===== src/rtl/square_sweep_ctrl_if.sv =====
// square_sweep_ctrl_if: configuration, control and generator-side signals of the sweep sequencer
interface square_sweep_ctrl_if #(parameter int DWELL_W = 12);
  logic cfg_we;
  logic [2:0] cfg_addr;
  logic [2:0] cfg_freq;
  logic [DWELL_W-1:0] cfg_dwell;
  logic [2:0] seq_len;
  logic start;
  logic abort;
  logic loop;
  logic [2:0] freq_select;
  logic gen_reset;
  logic busy;
  logic done;
  logic [2:0] step_idx;
  modport master(
    output cfg_we, cfg_addr, cfg_freq, cfg_dwell, seq_len, start, abort, loop,
    input freq_select, gen_reset, busy, done, step_idx
  );
  modport slave(
    input cfg_we, cfg_addr, cfg_freq, cfg_dwell, seq_len, start, abort, loop,
    output freq_select, gen_reset, busy, done, step_idx
  );
endinterface


===== src/rtl/square_sweep_ctrl.sv =====
// square_sweep_ctrl: plays up to 8 programmed (freq, dwell) steps into the square-wave generator.
// Define SWEEP_LOOP_EN to let a latched loop request wrap the last step back to step 0.
module square_sweep_ctrl #(
  parameter int TICK_DIV = 25000,
  parameter int DWELL_W  = 12
) (
  input logic clk,
  input logic reset,
  square_sweep_ctrl_if.slave bus
);
  localparam logic [0:0] IDLE = 1'b0;
  localparam logic [0:0] RUN  = 1'b1;
  localparam int PW = $clog2(TICK_DIV);
  logic [0:0] state;
  logic [2:0] freq_tab [8];
  logic [DWELL_W-1:0] dwell_tab [8];
  logic [PW-1:0] pre;
  logic [DWELL_W-1:0] cnt;
  logic [2:0] len_q;
  logic [2:0] nxt;
  logic accept, tick, expire, last, wrap;
  // a zero dwell would otherwise never expire, so it plays as one tick
  function automatic logic [DWELL_W-1:0] dw1(input logic [DWELL_W-1:0] d);
    return (d == '0) ? DWELL_W'(1) : d;
  endfunction
  assign accept = (state == IDLE) && bus.start && !bus.abort;
  assign tick   = pre == PW'(TICK_DIV - 1);
  assign expire = tick && (cnt == DWELL_W'(1));
  assign last   = bus.step_idx == len_q;
  assign nxt    = last ? 3'd0 : bus.step_idx + 3'd1;
`ifdef SWEEP_LOOP_EN
  logic loop_q;
  assign wrap = loop_q;
  always_ff @(posedge clk or posedge reset)
    if (reset) loop_q <= 1'b0;
    else if (accept) loop_q <= bus.loop;
`else
  logic unused_loop;
  assign unused_loop = bus.loop;
  assign wrap = 1'b0;
`endif
  always_ff @(posedge clk or posedge reset) begin
    if (reset) begin
      state           <= IDLE;
      pre             <= '0;
      cnt             <= DWELL_W'(1);
      len_q           <= 3'd0;
      bus.freq_select <= 3'd0;
      bus.gen_reset   <= 1'b1;
      bus.busy        <= 1'b0;
      bus.done        <= 1'b0;
      bus.step_idx    <= 3'd0;
      for (int i = 0; i < 8; i++) begin
        freq_tab[i]  <= 3'd0;
        dwell_tab[i] <= DWELL_W'(1);
      end
    end else begin
      bus.done <= 1'b0;
      if (state == IDLE) begin
        if (bus.cfg_we && !accept) begin
          freq_tab[bus.cfg_addr]  <= bus.cfg_freq;
          dwell_tab[bus.cfg_addr] <= bus.cfg_dwell;
        end
        if (accept) begin
          state           <= RUN;
          len_q           <= bus.seq_len;
          bus.step_idx    <= 3'd0;
          bus.freq_select <= freq_tab[0];
          cnt             <= dw1(dwell_tab[0]);
          pre             <= '0;
          bus.busy        <= 1'b1;
          bus.gen_reset   <= 1'b0;
        end
      end else if (bus.abort || (expire && last && !wrap)) begin
        state           <= IDLE;
        bus.busy        <= 1'b0;
        bus.gen_reset   <= 1'b1;
        bus.freq_select <= 3'd0;
        bus.step_idx    <= 3'd0;
        bus.done        <= !bus.abort;
      end else if (expire) begin
        bus.step_idx    <= nxt;
        bus.freq_select <= freq_tab[nxt];
        cnt             <= dw1(dwell_tab[nxt]);
        pre             <= '0;
      end else begin
        pre <= tick ? '0 : pre + PW'(1);
        if (tick) cnt <= cnt - DWELL_W'(1);
      end
    end
  end
endmodule

===== src/flat_wrapper.sv =====
// flat-port wrapper written by rule: the top's interface ports become plain ports
module square_sweep_ctrl_flat 
#(
  parameter int TICK_DIV = 25000,
  parameter int DWELL_W  = 12
)
  (clk, reset, bus_cfg_we, bus_cfg_addr, bus_cfg_freq, bus_cfg_dwell, bus_seq_len, bus_start, bus_abort, bus_loop, bus_freq_select, bus_gen_reset, bus_busy, bus_done, bus_step_idx);
  square_sweep_ctrl_if #(.DWELL_W(DWELL_W)) bus_i ();
  input logic clk;
  input logic reset;
  input wire logic [$bits(bus_i.cfg_we)-1:0] bus_cfg_we;
  input wire logic [$bits(bus_i.cfg_addr)-1:0] bus_cfg_addr;
  input wire logic [$bits(bus_i.cfg_freq)-1:0] bus_cfg_freq;
  input wire logic [$bits(bus_i.cfg_dwell)-1:0] bus_cfg_dwell;
  input wire logic [$bits(bus_i.seq_len)-1:0] bus_seq_len;
  input wire logic [$bits(bus_i.start)-1:0] bus_start;
  input wire logic [$bits(bus_i.abort)-1:0] bus_abort;
  input wire logic [$bits(bus_i.loop)-1:0] bus_loop;
  output wire logic [$bits(bus_i.freq_select)-1:0] bus_freq_select;
  output wire logic [$bits(bus_i.gen_reset)-1:0] bus_gen_reset;
  output wire logic [$bits(bus_i.busy)-1:0] bus_busy;
  output wire logic [$bits(bus_i.done)-1:0] bus_done;
  output wire logic [$bits(bus_i.step_idx)-1:0] bus_step_idx;
  assign bus_i.cfg_we = bus_cfg_we;
  assign bus_i.cfg_addr = bus_cfg_addr;
  assign bus_i.cfg_freq = bus_cfg_freq;
  assign bus_i.cfg_dwell = bus_cfg_dwell;
  assign bus_i.seq_len = bus_seq_len;
  assign bus_i.start = bus_start;
  assign bus_i.abort = bus_abort;
  assign bus_i.loop = bus_loop;
  assign bus_freq_select = bus_i.freq_select;
  assign bus_gen_reset = bus_i.gen_reset;
  assign bus_busy = bus_i.busy;
  assign bus_done = bus_i.done;
  assign bus_step_idx = bus_i.step_idx;
  square_sweep_ctrl #(.TICK_DIV(TICK_DIV), .DWELL_W(DWELL_W)) u_core (.clk(clk), .reset(reset), .bus(bus_i));
endmodule

===== config.mk =====
export PLATFORM = sky130hd
export DESIGN_NAME = square_sweep_ctrl_flat
export DESIGN_NICKNAME = d
export VERILOG_FILES = /design/src/rtl/square_sweep_ctrl_if.sv /design/src/rtl/square_sweep_ctrl.sv /design/src/flat_wrapper.sv
export SDC_FILE = /design/constraint.sdc
export NUM_CORES = 1
export LEC_CHECK = 0
export ABC_AREA = 1
export BUFFER_PORTS_ARGS = -buffer_cell sky130_fd_sc_hd__buf_2
export CAP_MARGIN = 0
export CORE_MARGIN = 5
export CORE_UTILIZATION = 40
export DETAILED_ROUTE_END_ITERATION = 6
export MAX_ROUTING_LAYER = met4
export SLEW_MARGIN = 10
export SYNTH_ARGS = -nofsm -noshare
export SYNTH_HDL_FRONTEND = slang
export SYNTH_SLANG_ARGS = --single-unit
export TNS_END_PERCENT = 50

===== constraint.sdc =====
create_clock -name clk -period 8.2 [get_ports clk]
set_clock_uncertainty 0.1 [all_clocks]
set_input_delay 0.41 -clock clk [delete_from_list [all_inputs] [get_ports clk]]
set_output_delay 0.41 -clock clk [all_outputs]
set_load 0.01 [all_outputs]

# After elaboration in Yosys (flattened, before gate mapping)
# Cells that the tools add are included.
# op_classes
n_mux,44
bitwise_logic,3
order_cmp,3
n_mul,0
div_mod_pow,0
shifts,0
add_sub_neg,3
eq_ne,7
n_reduce_logical,18
# op_table
cell,count
two-way mux 12 bit,10
bitwise mux 96 bit,1
two-way mux 15 bit,5
binary-select mux 12 bit (select 3 bit),1
demux 12 bit (select 3 bit),1
two-way mux 3 bit,12
bitwise mux 24 bit,1
zero test 12 bit,2
"adder 15 x 1 -> 15 bit, second input constant",1
"equality test 15 bit, second input constant",1
"equality test 12 x 1 -> 1 bit, second input constant",1
"subtractor 12 x 1 -> 12 bit, second input constant",1
two-way mux 1 bit,11
AND reduction 2 bit,5
binary-select mux 3 bit (select 3 bit),1
demux 3 bit (select 3 bit),1
">= comparator 4 bit, second input constant",2
inverter 3 -> 4 bit,2
logical AND 1 bit,6
"inequality test 3 bit, second input constant",2
"less-than comparator 4 x 1 -> 1 bit, second input constant",1
"inequality test 2 bit, second input constant",2
"adder 3 x 1 -> 3 bit, second input constant",1
equality test 3 bit,1
other kinds (5),6
# word_totals
regBits,160
romBits,0
in_bits,27
mem_count,0
ramBits,0
wordCells,103
out_inout_bits,9
latch_bits,0

# Longest topological paths before layout
# Gate-level depths: netlist of the first run.
# depth
depth_word,11
depth_mapped,18
ltp_nobuf,16

# Worst setup path after synthesis of the first run
# No wires, ideal clock.
# synth_timing
path_kind,reg2reg
startpoint,register u_core.cnt[0]
endpoint,register u_core.pre[11]
t_arrival_ns,1.949
setup_time_ns,0.123
n_path_buf,2
synth_period_minus_slack_ns,2.172
path_slack_ns,6.028
path_stages_with_launch,13
required_ns,7.977
cell_sequence,dfstp_2 -> ha_1 -> nand3_1 -> nor4_2 -> nand2_2 -> nor2_4 -> nor2_4 -> nor2_4 -> buf_6 -> inv_4 -> buf_6 -> a21oi_2 -> nor3_2
# synth_via
elab_chain_cells,6
word_cells_on_any_way,9
cone_classes,2 x eq/ne; 3 x mux; 4 x reduce/logical
# synth_rtl
element,line,source
"start, declared",square_sweep_ctrl.sv:18,logic [DWELL_W-1:0] cnt;
"start signal, assigned",square_sweep_ctrl.sv:69,cnt <= dw1(dwell_tab[0]);
"start signal, assigned",square_sweep_ctrl.sv:84,cnt <= dw1(dwell_tab[nxt]);
"start signal, assigned",square_sweep_ctrl.sv:88,if (tick) cnt <= cnt - DWELL_W'(1);
equality test 12 x 1 -> 1 bit *,square_sweep_ctrl.sv:28,assign expire = tick && (cnt == DWELL_W'(1));
logical AND 1 bit *,square_sweep_ctrl.sv:28,
logical AND 1 bit,square_sweep_ctrl.sv:74,end else if (bus.abort || (expire && last && !wrap)) begin
logical OR 1 bit,square_sweep_ctrl.sv:74,
inequality test 2 bit (no source line),-,
AND reduction 2 bit (no source line),-,
"end signal, assigned",square_sweep_ctrl.sv:87,pre <= tick ? '0 : pre + PW'(1);
"end, declared",square_sweep_ctrl.sv:17,logic [PW-1:0] pre;
# Every way passes the cells marked *; elsewhere a longest branch is shown, timed or not. The select of a mux whose other input is x is not followed.
# A chain may end at the register's enable or synchronous reset.

# Worst setup path in the final report of the first run
# layout_timing
startpoint,register u_core.bus.step_idx[0]
endpoint,register u_core.cnt[0]
# layout_via
elab_chain_cells,11
word_cells_on_any_way,16
cone_classes,1 x add/sub; 2 x eq/ne; 8 x mux; 1 x bitwise; 4 x reduce/logical
# layout_rtl
element,line,source
"start, declared",square_sweep_ctrl_if.sv:22,"output freq_select, gen_reset, busy, done, step_idx"
"start signal, assigned",square_sweep_ctrl.sv:82,bus.step_idx <= nxt;
adder 3 x 1 -> 3 bit / equality test 3 bit (equally long branches),"square_sweep_ctrl.sv:30, square_sweep_ctrl.sv:29",
two-way mux 3 bit,square_sweep_ctrl.sv:30,assign nxt = last ? 3'd0 : bus.step_idx + 3'd1;
inverter 3 -> 4 bit (implied by the code),square_sweep_ctrl.sv:84,
binary-select mux 12 bit (select 3 bit),square_sweep_ctrl.sv:84,
two-way mux 12 bit (implied by the code) (2 in a row),square_sweep_ctrl.sv:84,
zero test 12 bit,square_sweep_ctrl.sv:24,return (d == '0) ? DWELL_W'(1) : d;
two-way mux 12 bit,square_sweep_ctrl.sv:24,
two-way mux 12 bit,square_sweep_ctrl.sv:81,end else if (expire) begin
two-way mux 12 bit,square_sweep_ctrl.sv:74,
two-way mux 12 bit,square_sweep_ctrl.sv:59,if (state == IDLE) begin
# Parallel ways exist; a longest one is shown, timed or not. The select of a mux whose other input is x is not followed.

==> results.cfg, run 1 <==
[drt]
vias = 6751
route.detailed.drc = 0
drt_iter0_markers = 572
first_pass_iters = 5
ant_nets = 0
vias_per_cell = 5.221
drt_wl_total_um = 21170
avgRoutedWirePerCell_um = 16.37

[power_and_ir_drop]
pwr-share-seq_pct = 43.9
internal_power_w = 0.001717
vdd_drop_max_mv = 0.1473
total_power_w = 0.002488
p_clk_share_pct = 35.0
combPwrFrac_pct = 21.1
leakagePower_nw = 4.241
power_switching_share_pct = 30.99
p_per_area_mw_per_mm2 = 273.4
switchingPower_w = 0.0007712

[timing]
worstMarginPinSlew_ns = 1.053
setup_tns_ns = 0
rsz0062_at_grt = false
fin_ws_ns = 4.036
maxSlewHeadroom_pct = 29.69
fin_crit_sh_pct = 50.78
fmax_mhz = 240.2
whs_ns = 0.05559
setup-violations-final = 0
finalMaxSlewViolations = 0
finalHoldViolations = 0
final.min_clock_period_ns = 4.164

[layout]
drive_gt1_share_pct = 12.81
final_cell_mix = 233 x nand2_1, 150 x dfrtp_1, 149 x o21ai_0
antenna_cells = 0
final_common_cell = nand2_1
nets = 1041
instances_no_fill = 1293
area_growth_pct = 11.55

[die]
die_area_mm2 = 0.02335
die_h_um = 152.8
dieWidth_um = 152.8
ioPinCount = 36
row_count = 52
start_util_pct = 40.45
core_region_area_mm2 = 0.02017

[clock_network]
cts_root_buf = clkbuf_16
ctsResizeCount = 0
numCtsBuffers = 17
clk_pin_slew_worst_paths_ns = 0.06
postCtsSetupRepairBufs = 0
cts_buffer_depth = 2
clock-sinks = 160
worstSkewPairLatency_ns = 0.43
htreeDepth = 4
cts_tree = yes
ctsHoldBuffers = 0

[grt]
overflow = 0
antenna_found_initial = 0
grt_pass1_wl_um = 34870
grtUsageTotal_pct = 19.02
grt_pass1_vias = 6484
grt_max_degree = 98

[synth]
seq_area_frac_synth_pct = 49.23
ys_async_sr_fraction_pct = 100.0
synth_flop_cell = dfrtp_1
synth_edf_count = 0
syn-cell-area_mm2 = 0.008159
syn_inst = 1003
ys_warn_count = 0
syn_nets = 1034
ys_ff_latch = 160
yosys.cell_types.count = 47
avgSynthCellArea_um2 = 8.135

[critical_path]
reg2reg_setup_slack_ns = 4.04
crit_fanout = 61
start_kind = flop
cp.arrival_ns = 4.42
max_stage_delay_ns = 0.71
crit_chain = buf_4, inv_4, nand2_2, nand2_2, nand3_4, nand2_2, inv_1, nand3_1, nand3_1, nand2_1, nand2_1, nor2_1, nand3_1, nand2_1, nand2_1, a21oi_1
end_kind = flop
critPathKind = flop to flop
cp.required_ns = 8.46
crit_slowest_cell = nand2_2
cp_common_cell = nand2_1

[worst_hold_path]
hp-class = input port to async pin

[placed_design]
dp_hpwl_um = 13170
dp.cells = 1261
io_buffers = 34
place.gp.congestion = 0.8486
pre_cts_slack_ns = 4.047

[status]
outcome = completed

[job]
maxCapViolCount = 0
sequential cells by signal (all words and copies together), names as in the netlist:
signal	count
u_core.cnt	12
u_core.state	1
u_core.bus.gen_reset	1
u_core.bus.freq_select	3
u_core.freq_tab	24
u_core.bus.done	1
u_core.bus.step_idx	3
u_core.dwell_tab	96
u_core.bus.busy	1
u_core.pre	15
u_core.len_q	3
cells by family after synthesis:
logic type / synth area share, %
simple gates: 25.10
flops: 49.23
buf+inv: 8.173
xor+xnor: 1.181
compound gates: 15.70
fa+ha+maj: 0.6134
power groups by stage:
stage / registers [W] / clock network [W] / logic (W)
final: 0.00109 / 0.000872 / 0.000525
after global routing: 0.00111 / 0.000922 / 0.000612
after CTS: 0.00109 / 0.000890 / 0.000529
after detailed placement: 0.00110 / 0 / 0.000526
after global placement: 0.00110 / 0 / 0.000515
after floorplan: 0.00108 / 0 / 0.000423
final timing paths:
check	start	to	cells past startpoint
worst max-delay path	u_core.bus.step_idx[0]	u_core.cnt[0]	16
worst min-delay path	reset	u_core.bus.busy	2
worst max register to register	u_core.bus.step_idx[0]	u_core.cnt[0]	16
worst min register to register	u_core.dwell_tab[33]	u_core.dwell_tab[33]	2
max in group asynchronous	reset	u_core.cnt[4]	3
min in group clk	bus_seq_len[1]	u_core.len_q[1]	3
layer usage:
layer	vias to the layer above	GRT usage, %	share of wire (%)
li1	3363	-	-
met1	3208	27.63	50
met2	157	27.71	44
met3	23	3.223	4.6
met4	0	5.176	1.6
met5	-	-	0
synth_stat cells (2+ instances only):
cell / count / area, um2
dfrtp_1: 150 / 3754
dfstp_2: 10 / 262.8
nand3_1: 84 / 420.4
nand2_2: 6 / 37.54
nor3_1: 13 / 65.06
ha_1: 4 / 50.05
a22oi_1: 2 / 15.01
inv_4: 2 / 12.51
xor2_1: 10 / 87.58
o21ai_0: 149 / 745.7
buf_2: 10 / 50.05
a21oi_2: 2 / 17.52
a21oi_1: 31 / 155.2
nor3_2: 3 / 30.03
nand2_1: 233 / 874.6
o211ai_1: 10 / 75.07
o2111ai_1: 15 / 131.4
inv_2: 5 / 18.77
clkbuf_1: 32 / 120.1
buf_6: 6 / 67.56
inv_1: 90 / 337.8
o21ai_1: 5 / 25.02
o221ai_1: 3 / 26.28
nor4_1: 6 / 37.54
nand3b_1: 14 / 105.1
nor2_1: 48 / 180.2
nor2_4: 3 / 33.78
a32o_1: 4 / 40.04
buf_4: 7 / 52.55
nand4_1: 13 / 81.33
or2_2: 17 / 106.4
critical path: cells and delay by family, from the launching register on:
family	cells	cell delay [ns]
compound gates	1	0.12
simple gates	12	2.27
buf+inv	3	1.21
flops	1	0.36
final cells by class:
cell class / instances / area [um2]
repair buffers: 44 / 245.2
fillers: 2027 / 11070
well taps: 270 / 337.8
clock inverters: 11 / 177.7
inverters: 98 / 377.9
flip-flops and latches: 160 / 4016
multi-input cells: 689 / 3476
clock buffers: 21 / 470.5
stage by stage:
| step | area (um2) | utilization, % |
|---|---|---|
| after floorplan | 8159 | - |
| after global placement | 8453 | 41.91 |
| after detailed placement | 8453 | 41.91 |
| after CTS | 9101 | 45.12 |
| after global routing | 9101 | 45.12 |
| final | 9101 | 45.12 |
No activity file was read; power rests on OpenSTA's default activity.
==> run 2: changes to the inputs <==
==> constraint.sdc (replaced) <==
create_clock -name clk -period 3.9 [get_ports clk]
set_clock_uncertainty 0.1 [all_clocks]
set_input_delay 0.195 -clock clk [delete_from_list [all_inputs] [get_ports clk]]
set_output_delay 0.195 -clock clk [all_outputs]
set_load 0.01 [all_outputs]
==> results.cfg, run 2 (synthesis results as in run 1) <==
[layout]
antenna_cells = 0
nets = 1058
final_cell_mix = 233 x nand2_1, 150 x dfrtp_1, 149 x o21ai_0
top_register = u_core.dwell_tab
top_regs = u_core.dwell_tab: 96 flops, u_core.freq_tab: 24 flops, u_core.pre: 15 flops
fillers = 2080
final_common_cell = nand2_1
instances_no_fill = 1310
fin_util_pct = 45.78
area_growth_pct = 13.16
largest_reg_flops = 96
drive_gt1_share_pct = 13.75

[timing]
final.min_clock_period_ns = 3.002
worstMarginPinSlew_ns = 0.8894
setup_tns_ns = 0
fmax_mhz = 333.1
setup-violations-final = 0
rsz0062_at_grt = false
fin_crit_sh_pct = 76.97
finalHoldViolations = 0
maxSlewHeadroom_pct = 40.70
finalMaxSlewViolations = 0
whs_ns = 0.03893

[critical_path]
crit_chain = buf_4, nand2_1, nand2_2, nand3_4, nand2_2, buf_4, nand2_1, nand3_1, nand3_1, nand2_1, nand2_1, nor2_1, nand3_1, nand2_1, nand2_1, a21oi_1
start_kind = flop
cp_common_cell = nand2_1
cp.required_ns = 4.15
end_kind = flop
max_stage_delay_ns = 0.54
cp.arrival_ns = 3.25
crit_fanout = 17
critPathKind = flop to flop
crit_slowest_cell = dfrtp_1

[clock_network]
clk_pin_slew_worst_paths_ns = 0.06
postCtsSetupRepairBufs = 0
cts_tree = yes
ctsResizeCount = 0
clock-sinks = 160
cts_buffer_depth = 2
worstSkewPairLatency_ns = 0.43
htreeDepth = 4
cts_root_buf = clkbuf_16
numCtsBuffers = 17
ctsHoldBuffers = 4

[die]
die_h_um = 152.8
row_count = 52
start_util_pct = 40.45
die_area_mm2 = 0.02335
ioPinCount = 36
core_region_area_mm2 = 0.02017
dieWidth_um = 152.8

[grt]
grtUsageTotal_pct = 19.62
grt_pass1_vias = 6573
grt_max_degree = 161
overflow = 0
grt_pass1_wl_um = 36090
antenna_found_initial = 0

[drt]
met1Wirelength_um = 10750
drt_iter0_markers = 552
avgRoutedWirePerCell_um = 16.41
wl_met2_um = 9564
vias = 6887
met3_wirelength_um = 1036
ant_nets = 0
first_pass_iters = 5
vias_per_cell = 5.257
drt_wl_total_um = 21500
route.detailed.drc = 0
routed.top_layer = met4

[power_and_ir_drop]
leakagePower_nw = 4.312
total_power_w = 0.005217
p_per_area_mw_per_mm2 = 565.1
vdd_drop_max_mv = 0.3076

[job]
maxCapViolCount = 0

[placed_design]
dp.cells = 1274
dp_hpwl_um = 13640
place.gp.congestion = 0.8771
io_buffers = 34

[worst_hold_path]
hp-class = input port to flop

[status]
outcome = completed
## run 2: cell types whose count changed in the layout (fill, tap and decap cells not counted), sizes merged
cell	before	now
buf	44	57
dlygate4sd3	0	4
inv	100	98
clkinv	2	5
clkbuf	21	20
## run 2: path summary, 6_finish.rpt
| kind | slack (ns) | endpoint | start | depth (start not counted) |
|---|---|---|---|---|
| min in group asynchronous | 0.47 | u_core.pre[0] | reset | 4 |
| worst min-delay path | 0.04 | u_core.bus.done | bus_abort | 4 |
| worst max register to register | 0.90 | u_core.cnt[0] | u_core.bus.step_idx[0] | 16 |
| worst max-delay path | 0.90 | u_core.cnt[0] | u_core.bus.step_idx[0] | 16 |
| max in group asynchronous | 2.59 | u_core.dwell_tab[1] | reset | 4 |
| worst min register to register | 0.38 | u_core.dwell_tab[26] | u_core.dwell_tab[26] | 2 |
## run 2: area by class of cell
class	instances	area, um2	share of cell area (%)
Sequential cell	160	4016	43.50
Clock inverter	12	183.9	1.992
Inverter	98	376.6	4.079
Clock buffer	20	446.7	4.838
Multi-Input combinational cell	689	3476	37.65
Tap cell	270	337.8	3.659
Timing Repair Buffer	61	395.4	4.282
## run 2: through the flow
step,setup WS (ns),cell area (um2)
3_5_place_dp,0.9278,8562
4_1_cts,0.8770,9233
6_report,0.8981,9233
3_3_place_gp,0.9985,8562
2_1_floorplan,1.584,8163
5_1_grt,0.6245,9233
## run 2: metal layers
layer | track usage [%] | vias to the layer above
met5 | - | -
met4 | 4.625 | 0
met3 | 3.280 | 15
met2 | 28.37 | 165
met1 | 28.99 | 3305
li1 | - | 3402
## run 2: report_power, final
group	leakage, nW	internal [W]	switching (W)
Sequential	2.03	0.00206	0.000239
Clock	0.301	0.00110	0.000697
Combinational	1.99	0.000433	0.000691
Total	4.31	0.00359	0.00163
## run 2: critical path: cells and delay by family, from the launching register on
kind / cells / cell delay [ns]
DFF: 1 / 0.54
AOI/OAI and AO/OA: 1 / 0.12
and+or+nand+nor: 13 / 1.57
buffers and inverters: 2 / 0.60
